--- config.mk ---
export PLATFORM = sky130hd
export DESIGN_NAME = serial_adder
export DESIGN_NICKNAME = d
export VERILOG_FILES = /design/src/rtl/serial_adder_pkg.sv /design/src/rtl/serial_adder_full_adder.sv /design/src/rtl/serial_adder.sv
export SDC_FILE = /design/constraint.sdc
export NUM_CORES = 1
export LEC_CHECK = 0
export CAP_MARGIN = 20
export CORE_MARGIN = 2
export CORE_UTILIZATION = 49
export CTS_BUF_LIST = sky130_fd_sc_hd__clkbuf_8
export CTS_CLUSTER_DIAMETER = 30
export DETAILED_ROUTE_END_ITERATION = 12
export PLACE_DENSITY = 0.79
export SLEW_MARGIN = 30
export SYNTH_ARGS = -nofsm -noshare
export SYNTH_HDL_FRONTEND = slang
export SYNTH_HIERARCHICAL = 1
export SYNTH_SLANG_ARGS = --single-unit
--- constraint.sdc ---
create_clock -name clk -period 1.3 [get_ports clk]
set_input_delay 0.13 -clock clk [delete_from_list [all_inputs] [get_ports clk]]
set_output_delay 0.13 -clock clk [all_outputs]
set_load 0.005 [all_outputs]
--- src/rtl/serial_adder_pkg.sv ---
// Shared types and helpers for the bit-serial adder: FSM state encoding and
// the bit-counter width rule.
package serial_adder_pkg;

  typedef enum logic [1:0] {
    IDLE = 2'd0,
    ADD  = 2'd1,
    DONE = 2'd2
  } state_e;

  // A one-bit operand still needs a one-bit counter, so clamp at 1.
  function automatic int CNT_W(input int width);
    int w;
    w = $clog2(width);
    return (w < 1) ? 1 : w;
  endfunction

endpackage

--- src/rtl/serial_adder_full_adder.sv ---
// Single-bit full adder cell; the arithmetic slice of the bit-serial adder.
module full_adder (
  input  logic a,
  input  logic b,
  input  logic cin,
  output logic sum,
  output logic carry
);

  assign sum   = a ^ b ^ cin;
  assign carry = (a & b) | (cin & (a ^ b));

endmodule

--- src/rtl/serial_adder.sv ---
// Bit-serial WIDTH-bit adder: one full_adder slice, LSB first, start/ready/done.
// Define SERIAL_ADDER_OVF_EN to add a registered signed-overflow output (ovf).
module serial_adder
  import serial_adder_pkg::*;
#(
  parameter int WIDTH = 8
) (
  input  logic             clk,
  input  logic             rst,
  input  logic             start,
  input  logic [WIDTH-1:0] op_a,
  input  logic [WIDTH-1:0] op_b,
  input  logic             cin,
  output logic             ready,
  output logic             busy,
  output logic             done,
  output logic [WIDTH-1:0] sum,
  output logic             cout
`ifdef SERIAL_ADDER_OVF_EN
  ,
  output logic             ovf
`endif
);

  localparam int CW = CNT_W(WIDTH);

  state_e           state_q, state_d;
  logic [WIDTH-1:0] a_sh_q, a_sh_d;
  logic [WIDTH-1:0] b_sh_q, b_sh_d;
  logic [WIDTH-1:0] r_sh_q, r_sh_d;
  logic             carry_q, carry_d;
  logic [CW-1:0]    cnt_q, cnt_d;
  logic [WIDTH-1:0] sum_q, sum_d;
  logic             cout_q, cout_d;
`ifdef SERIAL_ADDER_OVF_EN
  logic             ovf_q, ovf_d;
`endif

  logic             fa_sum;
  logic             fa_carry;
  logic [WIDTH-1:0] r_next;
  logic             last_bit;

  full_adder u_fa (
    .a     (a_sh_q[0]),
    .b     (b_sh_q[0]),
    .cin   (carry_q),
    .sum   (fa_sum),
    .carry (fa_carry)
  );

  // Written as shifts so the WIDTH=1 case needs no special slicing.
  assign r_next   = (r_sh_q >> 1) | (WIDTH'(fa_sum) << (WIDTH - 1));
  assign last_bit = (cnt_q == CW'(WIDTH - 1));

  always_comb begin
    state_d = state_q;
    a_sh_d  = a_sh_q;
    b_sh_d  = b_sh_q;
    r_sh_d  = r_sh_q;
    carry_d = carry_q;
    cnt_d   = cnt_q;
    sum_d   = sum_q;
    cout_d  = cout_q;
`ifdef SERIAL_ADDER_OVF_EN
    ovf_d   = ovf_q;
`endif
    case (state_q)
      IDLE: begin
        if (start) begin
          a_sh_d  = op_a;
          b_sh_d  = op_b;
          carry_d = cin;
          cnt_d   = '0;
          r_sh_d  = '0;
          state_d = ADD;
        end
      end
      ADD: begin
        a_sh_d  = a_sh_q >> 1;
        b_sh_d  = b_sh_q >> 1;
        r_sh_d  = r_next;
        carry_d = fa_carry;
        cnt_d   = cnt_q + CW'(1);
        if (last_bit) begin
          sum_d   = r_next;
          cout_d  = fa_carry;
`ifdef SERIAL_ADDER_OVF_EN
          // carry_q is the carry into the MSB during the last slice.
          ovf_d   = carry_q ^ fa_carry;
`endif
          state_d = DONE;
        end
      end
      DONE: begin
        state_d = IDLE;
      end
      default: begin
        state_d = IDLE;
      end
    endcase
  end

  always_ff @(posedge clk) begin
    if (rst) begin
      state_q <= IDLE;
      a_sh_q  <= '0;
      b_sh_q  <= '0;
      r_sh_q  <= '0;
      carry_q <= 1'b0;
      cnt_q   <= '0;
      sum_q   <= '0;
      cout_q  <= 1'b0;
    end else begin
      state_q <= state_d;
      a_sh_q  <= a_sh_d;
      b_sh_q  <= b_sh_d;
      r_sh_q  <= r_sh_d;
      carry_q <= carry_d;
      cnt_q   <= cnt_d;
      sum_q   <= sum_d;
      cout_q  <= cout_d;
    end
  end

`ifdef SERIAL_ADDER_OVF_EN
  always_ff @(posedge clk) begin
    if (rst) begin
      ovf_q <= 1'b0;
    end else begin
      ovf_q <= ovf_d;
    end
  end

  assign ovf = ovf_q;
`endif

  assign ready = (state_q == IDLE);
  assign busy  = (state_q == ADD) || (state_q == DONE);
  assign done  = (state_q == DONE);
  assign sum   = sum_q;
  assign cout  = cout_q;

endmodule

* Yosys cells after proc, flatten, opt, wreduce, memory -nomap -nowiden
Cells that the tools add are included.
** Storage, ports and cells
- Register bits after elaboration :: 39
- Bits in latches :: 0
- Memory bits (writable) :: 0
- Bits in read-only memories :: 0
- Input bits :: 20
- Output and inout port bits :: 12
- Memories kept :: 0
** Cells by class
- $add $sub $neg :: 1
- Multiply operators :: 0
- Divide/modulo/power cells :: 0
- Magnitude comparators :: 0
- Equal/unequal tests :: 5
- Shift operators :: 0
- Multiplexer cells :: 13
- Bitwise logic cells :: 6
- Reductions and logical operators :: 6
** Operator list (count)
- $pmux W8 S2 :: 3
- $mux W8 :: 3
- $or A7 B8 Y8 :: 1
- $pmux W3 S2 :: 1
- $reduce_and A2 Y1 :: 3
- $mux W2 :: 2
- $ne A2 B2 Y1 const B :: 2
- $pmux W2 S2 :: 1
- $add A3 B1 Y3 const B :: 1
- $eq A3 B3 Y1 const B :: 1
- $mux W3 :: 1
- $and A1 B1 Y1 :: 2
- $eq A2 B1 Y1 const B :: 1
- $eq A2 B2 Y1 const B :: 1
- $logic_not A2 Y1 :: 1
- $pmux W1 S2 :: 1
- $reduce_bool A2 Y1 :: 1
- $xor A1 B1 Y1 :: 2
- $logic_or A1 B1 Y1 :: 1
- $mux W1 :: 1
- $or A1 B1 Y1 :: 1

* Logic depth before layout (Yosys ltp)
Gate-level depths: netlist of the first run.
- Word-level depth :: 4
- Mapped depth :: 7

* By module
The synthesis of the first run kept the hierarchy.
** Modules (own cells, without submodules)
- serial_adder :: instances 1, cells an instance 170, area each 1750.4 sq um, seq. area each 760.7 sq um
- full_adder :: instances 1, cells an instance 1, area each 20.0 sq um, seq. area each 0.0 sq um

* Worst setup path before layout of the first run
No wires, ideal clock.
- Path type :: register to register
- Start :: reg state_q[0]
- End :: reg a_sh_q[0]
- Setup time :: 144 ps
- Data arrival time :: 1289 ps
- Slack :: -133 ps
- Cell stages (with the launch flop) :: 7
- Buffers on the path :: 1
- Path through :: dfxtp_1 > inv_1 > ha_1 > mux2_4 > buf_12 > nor2_2 > a211oi_2
** Between the ends
- Longest elaborated chain between the ends :: 3
- Elaborated cells between the ends (all ways) :: 6
- Those cells by class :: eq/ne (2); mux (1); reduce/logical (3)
** RTL lines
- start, declared :: line serial_adder.sv:27 : state_e state_q, state_d;
- start signal, assigned :: line serial_adder.sv:115 : state_q <= state_d;
- $logic_not A2 Y1 (*)
- via ready :: line serial_adder.sv:14 : output logic ready,
- $ne A2 B2 Y1 (no line) / $reduce_bool A2 Y1 (equally long branches)
- $reduce_and A2 Y1 (no line)
- end signal, assigned :: line serial_adder.sv:116 : a_sh_q <= a_sh_d;
- end, declared :: line serial_adder.sv:28 : logic [WIDTH-1:0] a_sh_q, a_sh_d;
The timed path passes the listed nets; every way through them passes the cells marked *.
A chain may end at the register's enable or synchronous reset.

* Worst setup path after layout of the first run
- Start :: reg state_q[1]
- End :: reg b_sh_q[7]
** Between the ends
- Longest elaborated chain between the ends :: 3
- Elaborated cells between the ends (all ways) :: 6
- Those cells by class :: eq/ne (2); mux (1); reduce/logical (3)
** RTL lines
- $eq A2 B1 Y1 / $logic_not A2 Y1 (equally long branches) :: line serial_adder.sv:68 : case (state_q)
- $reduce_bool A2 Y1 (no line) / $ne A2 B2 Y1 (equally long branches)
- $reduce_and A2 Y1 (no line)
- end signal, assigned :: line serial_adder.sv:117 : b_sh_q <= b_sh_d;
- end, declared :: line serial_adder.sv:29 : logic [WIDTH-1:0] b_sh_q, b_sh_d;
Parallel ways exist; a longest one is shown, timed or not.

==> qor.csv, run 1 <==
stage,metric,value,unit
synthesis,syn-num-nets,197,
critical_path,r2r_end,b_sh_q[7],
global_route,grt_pass1_wl,6890,um
power,comb_power_share,26.0,%
clock_tree,htree_levels,2,
sta,rsz0062_at_grt,true,
layout,final_cell_mix,"34 x dfxtp_1, 28 x clkdlybuf4s50_1, 16 x a211oi_2",
synthesis,netlist.area_leader.share,43.0,%
flow_run,cap_violations,0,
global_route,grt_use_total,21.7,%
routing,via_per_inst,5.53,
floorplanning,die-area,4110,um2
power,max-vdd-ir-drop,0.880,mV
layout,fillers,199,
synthesis,ys_ff_latch,38,
sta,fmax,656,MHz
floorplanning,initial_core_util,51.8,%
floorplanning,fp.dieW,64.1,um
min_path,hold_end,sum[0],
sta,worst_slew_pin_slew,0.486,ns
layout,drive_gt1_share,41.5,%
min_path,hold_start,sum[0],
sta,skew,0.00750,ns
floorplanning,fp-row-count,21,
layout,diodes,0,
clock_tree,cts_made_buffers,5,
power,p_leak,0.000977,uW
outcome,outcome,"complete, but fails checks",
critical_path,cp_max_fo,7,
power,power.total,3110,uW
sta,period_share,117,%
critical_path,crit_type,flop to flop,
clock_tree,clock_latency,0.29,ns
routing,wl_per_cell,17.3,um
power,intPower,2290,uW
place,dp_hpwl,2620,um
synthesis,synthTopCellsByArea,"dfxtp_1 43%, a211oi_2 11%, mux2i_1 9.0%",
sta,hold_viol_final,0,
power,power_density,1150,nW/um2
synthesis,synth_top_cell_by_area,dfxtp_1,
layout,syn_to_final_growth,52.8,%
synthesis,synth_area,1770,um2
sta,final_max_slew_viol_count,0,
power,switching_power,827,uW
clock_tree,root_buffer,clkbuf_8,
critical_path,r2r-start,state_q[1],
global_route,antenna_found_initial,0,
layout,final_net_count,250,
routing,totalWireLength,4680,um
sta,setup_ws,-0.224,ns
global_route,grt_max_degree,39,
critical_path,rrSetupSlack,-0.22,ns
synthesis,avgSynthCellArea,10.4,um2
floorplanning,die_h,64.1,um
floorplanning,io_pins,32,
outcome,violations,setup timing,
clock_tree,cts.sinks,38,
layout,mostFrequentLayoutCell,dfxtp_1,
critical_path,end_kind,flop,
sta,period_needed,1.52,ns
routing,ant_nets,0,
global_route,gr-total-overflow,0,
place,preCtsSetupSlack,-0.160,ns
critical_path,cp_data_required_time,1.47,ns
clock_tree,clk_path_buf_depth,2,
routing,drtIter0Drc,49,
sta,slew_headroom,67.6,%
synthesis,synth_cells,171,
min_path,holdPathStages,2,
power,p_clk_share,32.3,%
global_route,grt_pass1_vias,1483,
place,place.gp.congestion,0.795,
power,netSwitchingFraction,26.6,%
routing,vias,1494,
routing,drtPass1Iterations,4,
critical_path,worst_ep_arrival_time,1.70,ns
min_path,min_path_type,flop to flop,
critical_path,cp-startpoint,state_q[1],
place,port_buffers,31,
critical_path,ff2ff_path_depth,7,
synthesis,yosysUniqueCellTypes,24,
routing,drc,0,
clock_tree,cts_hold_buf,0,
critical_path,cp-start-kind,flop,
synthesis,synth-seq-area-share,43.0,%
sta,finalSetupViolations,32,
power,seqPwrFrac,41.6,%
synthesis,ys_warn_count,6,
clock_tree,cts_tree,done,
floorplanning,core_region_area,3420,um2
clock_tree,cts.clk_slew.worst_paths,0.07,ns
## metrics by stage
stage	std cells	util (%)	TNS [ns]	hold WS, ns	instance area [um2]
6_report	270	79.2	-4.76	0.448	2710
5_1_grt	270	79.2	-6.75	0.470	2710
4_1_cts	262	72.8	-4.29	0.423	2490
3_5_place_dp	248	65.3	-3.18	0.449	2230
3_3_place_gp	248	65.3	-1.42	0.440	2230
2_1_floorplan	171	-	-1.10	0.294	1830
## what timing repair did
item                       in CTS  in global routing
buffers inserted                5                  9
resized for setup              29                 36
cloned                          3                  1
pin swaps                      11                 12
setup endpoints to repair      40                 41
## per-layer routing
| metal | track usage (%) | routed length (um) | vias to the layer above |
|---|---|---|---|
| met2 | 42.6 | 2520 | 42 |
| met4 | 4.79 | 92 | 0 |
| li1 | - | - | 721 |
| met3 | 4.58 | 162 | 10 |
| met1 | 23.5 | 1900 | 721 |
| met5 | 0 | 0 | - |
## cell type report
cell class	instances	area [um2]	share of cell area, %
clock buffer	6	82.6	3.05
clock inverter	1	30.0	1.11
timing repair buffer	60	683	25.3
multi-input combinational	116	1070	39.6
tap	46	57.6	2.13
inverter	3	13.8	0.509
sequential	38	766	28.3
## worst max-delay path, cell delays in order, from the launching register on
cell	delay (ns)
dfxtp_2	0.36
inv_4	0.05
ha_4	0.15
buf_6	0.12
mux2_4	0.38
buf_8	0.17
nand3b_1	0.10
a21oi_1	0.07
## worst max-delay path by stage
stage	to	slack, ns
global placement	a_sh_q[4]	-0.07
floorplan	a_sh_q[3]	-0.07
global route	b_sh_q[7]	-0.27
finish	b_sh_q[7]	-0.22
detailed placement	r_sh_q[4]	-0.16
CTS	b_sh_q[7]	-0.19
## power by group through the flow
stage | combinational (uW) | clock [uW] | sequential [uW]
2_1_floorplan | 436 | 0 | 1310
3_3_place_gp | 571 | 0 | 1310
3_5_place_dp | 594 | 0 | 1320
4_1_cts | 701 | 1010 | 1290
5_1_grt | 862 | 1090 | 1300
6_report | 810 | 1010 | 1300
## cells in the mapped netlist (all sizes together)
| master | n |
|---|---|
| inv | 3 |
| clkbuf | 4 |
| mux2 | 1 |
| a32oi | 9 |
| nand3b | 3 |
| nand2 | 13 |
| buf | 11 |
| dfxtp | 38 |
| mux2i | 16 |
| a211oi | 16 |
| nor3 | 1 |
| a21oi | 14 |
| fa | 1 |
| nand2b | 2 |
| nor2 | 24 |
| nand3 | 9 |
| nor2b | 1 |
| ha | 5 |
## flip-flops by register name (all words and copies together), names as in the netlist
name / flops
b_sh_q: 8
sum: 8
cout: 1
r_sh_q: 7
a_sh_q: 8
state_q: 2
cnt_q: 3
carry_q: 1
## cell families (layout without fill, tap and decap cells)
| logic type | count (synthesis) | count (layout) | share of synthesized area (%) |
|---|---|---|---|
| AO/OA/AOI/OAI | 39 | 39 | 19.4 |
| adder cells (fa/ha/maj) | 6 | 6 | 4.66 |
| buffers and inverters | 18 | 70 | 8.20 |
| flip-flops | 38 | 38 | 43.0 |
| multiplexers | 17 | 17 | 9.89 |
| AND/OR/NAND/NOR | 53 | 54 | 14.8 |
(Power assumes the default switching activity.)
==> run 2: changes to the inputs <==
GPL_TIMING_DRIVEN = 1   (was not set)
SLEW_MARGIN = 10   (was 30)
==> results of run 2 <==
No change in the layout: final DEF, timing and power equal those of run 1.
==> run 3: changes to the inputs <==
CORE_MARGIN = 3   (was 2)
==> run 3 against run 2 <==
  * The run still ends with setup timing left
  * Core utilization down 5.3 points
  * Fmax down 0.57%
  * Critical path depth unchanged
  * Critical endpoint is now a_sh_q[4]
  * Largest cell class unchanged
==> qor.csv, run 3 (same netlist as run 1, synthesis figures left out) <==
stage,metric,value,unit,change
global_route,grt_pass1_vias,1419,,-4.3%
layout,multiInputGateArea,1020,um2,-4.7%
routing,via_per_inst,5.48,,-0.92%
sta,finalSetupViolations,28,,-13%
floorplanning,die_h,66.1,um,+3.1%
critical_path,cp_data_required_time,1.48,ns,about the same
place,dp.cells,246,,-0.81%
power,seqPwrFrac,43.1,%,+1.5 points
global_route,gr-total-overflow,0,,unchanged
sta,period_needed,1.53,ns,+0.00870 ns
routing,vias,1420,,-5.0%
power,max-vdd-ir-drop,0.784,mV,-11%
floorplanning,fp.dieW,66.1,um,+3.1%
global_route,grt_max_degree,39,,unchanged
layout,syn_to_final_growth,42.6,%,
power,p_leak,0.00100,uW,+2.4%
layout,final_cell_area,2520,um2,-6.7%
sta,period_share,118,%,+0.67 points
sta,worst_slew_pin_slew,0.515,ns,+0.0285 ns
sta,hold_viol_final,0,,unchanged
place,preCtsSetupSlack,-0.135,ns,+0.0256 ns
critical_path,crit_type,flop to flop,,
power,netSwitchingFraction,27.6,%,+1.0 points
floorplanning,io_pins,32,,unchanged
floorplanning,die-area,4370,um2,+6.3%
sta,fmax,652,MHz,-0.57%
critical_path,cp_max_fo,20,,+13
power,p_clk_share,33.1,%,+0.8 points
clock_tree,htree_levels,2,,unchanged
floorplanning,core_region_area,3420,um2,unchanged
power,comb_power_share,23.8,%,-2.2 points
place,place.gp.congestion,0.698,,-12%
sta,slew_headroom,65.7,%,-1.9 points
critical_path,worst_ep_arrival_time,1.71,ns,about the same
power,power_density,1190,nW/um2,+3.2%
clock_tree,clk_path_buf_depth,2,,unchanged
place,dp_hpwl,2630,um,+0.21%
sta,setup_ws,-0.233,ns,-0.00870 ns
routing,ant_nets,0,,unchanged
clock_tree,root_buffer,clkbuf_8,,
clock_tree,cts.sinks,38,,unchanged
routing,drc,0,,unchanged
layout,drive_gt1_share,37.6,%,-4.0 points
layout,diodes,0,,unchanged
floorplanning,initial_core_util,51.8,%,unchanged
layout,final_cell_mix,"34 x dfxtp_1, 22 x clkdlybuf4s50_1, 15 x mux2i_1",,
floorplanning,fp-row-count,21,,unchanged
place,placedInstanceArea,2230,um2,-0.11%
layout,fin_cells,259,,-4.1%
routing,drtPass1Iterations,4,,unchanged
global_route,grt_pass1_wl,6640,um,-3.6%
sta,rsz0062_at_grt,true,,
outcome,violations,setup timing,,
min_path,min_path_type,primary input to flop,,
flow_run,cap_violations,0,,unchanged
layout,final_net_count,238,,-4.8%
critical_path,cp-start-kind,flop,,
power,intPower,2170,uW,-5.0%
sta,skew,0.00385,ns,-0.00365 ns
routing,drtIter0Drc,78,,+59%
layout,fillers,230,,+16%
sta,final_max_slew_viol_count,0,,unchanged
layout,seq_area,768,um2,+0.33%
global_route,grt_use_total,20.1,%,-1.6 points
clock_tree,cts_tree,done,,
clock_tree,cts_made_buffers,5,,unchanged
power,power.total,3000,uW,-3.6%
routing,totalWireLength,4340,um,-7.1%
layout,mostFrequentLayoutCell,dfxtp_1,,
routing,wl_per_cell,16.8,um,-3.2%
clock_tree,clock_latency,0.29,ns,about the same
clock_tree,cts.clk_slew.worst_paths,0.07,ns,about the same
critical_path,end_kind,flop,,
power,switching_power,828,uW,+0.11%
place,port_buffers,31,,unchanged
outcome,outcome,"complete, but fails checks",,
global_route,antenna_found_initial,0,,unchanged
## run 3: cell types whose count changed in the layout (fill, tap and decap cells not counted), sizes merged
cell,previous run,this run
nand2,14,13
dlygate4sd2,0,1
dlymetal6s2s,0,5
clkdlybuf4s50,28,22
clkdlybuf4s15,1,0
buf,31,20
clkinv,0,2
## run 3: through the flow
| stage | hold slack (ns) | TNS (ns) | utilization [%] |
|---|---|---|---|
| after global routing | 0.440 | -6.40 | 73.9 |
| after global placement | 0.439 | -1.52 | 65.2 |
| after detailed placement | 0.451 | -3.02 | 65.2 |
| after CTS | 0.415 | -4.20 | 70.7 |
| after floorplan | 0.294 | -1.10 | - |
| final | 0.442 | -5.16 | 73.9 |
## run 3: metal layers
layer | global-route usage (%) | routed length, um
met5 | 0 | 0
met4 | 7.61 | 108
met3 | 6.80 | 237
met2 | 35.2 | 2360
met1 | 22.4 | 1640
## run 3: final cells by class
| cell class | instances | area share [%] |
|---|---|---|
| inverter | 3 | 0.545 |
| sequential | 38 | 30.4 |
| timing repair buffer | 49 | 22.0 |
| multi-input combinational | 115 | 40.5 |
| clock buffer | 5 | 2.73 |
| clock inverter | 3 | 1.59 |
| tap | 46 | 2.28 |
## run 3: power groups by stage
stage | combinational, uW | sequential [uW] | clock (uW)
2_1_floorplan | 436 | 1310 | 0
3_3_place_gp | 570 | 1310 | 0
3_5_place_dp | 591 | 1320 | 0
4_1_cts | 653 | 1290 | 1010
5_1_grt | 766 | 1300 | 1060
6_report | 715 | 1290 | 991
## run 3: worst paths after layout
check             start   endpoint  slack, ns  cells after the start
max reg2reg  state_q[1]  a_sh_q[4]      -0.23                      7
min reg2reg      sum[0]     sum[0]       0.46                      2
min             op_a[7]  a_sh_q[7]       0.44                      3
max          state_q[1]  a_sh_q[4]      -0.23                      7
## run 3: what timing repair did
action                                  4_1_cts  5_1_grt
hold buffers                                  0        0
endpoints found under the setup margin       41       46
buffers inserted                              3        1
gates cloned                                  1        1
gates resized for setup                      20       30
pin swaps                                     5        5
## run 3: critical path, cell delays in order (launching register included)
cell      delay [ns]
dfxtp_2         0.37
inv_4           0.06
ha_4            0.16
buf_6           0.11
mux2_4          0.35
buf_12          0.19
nor2_2          0.12
a211oi_2        0.06
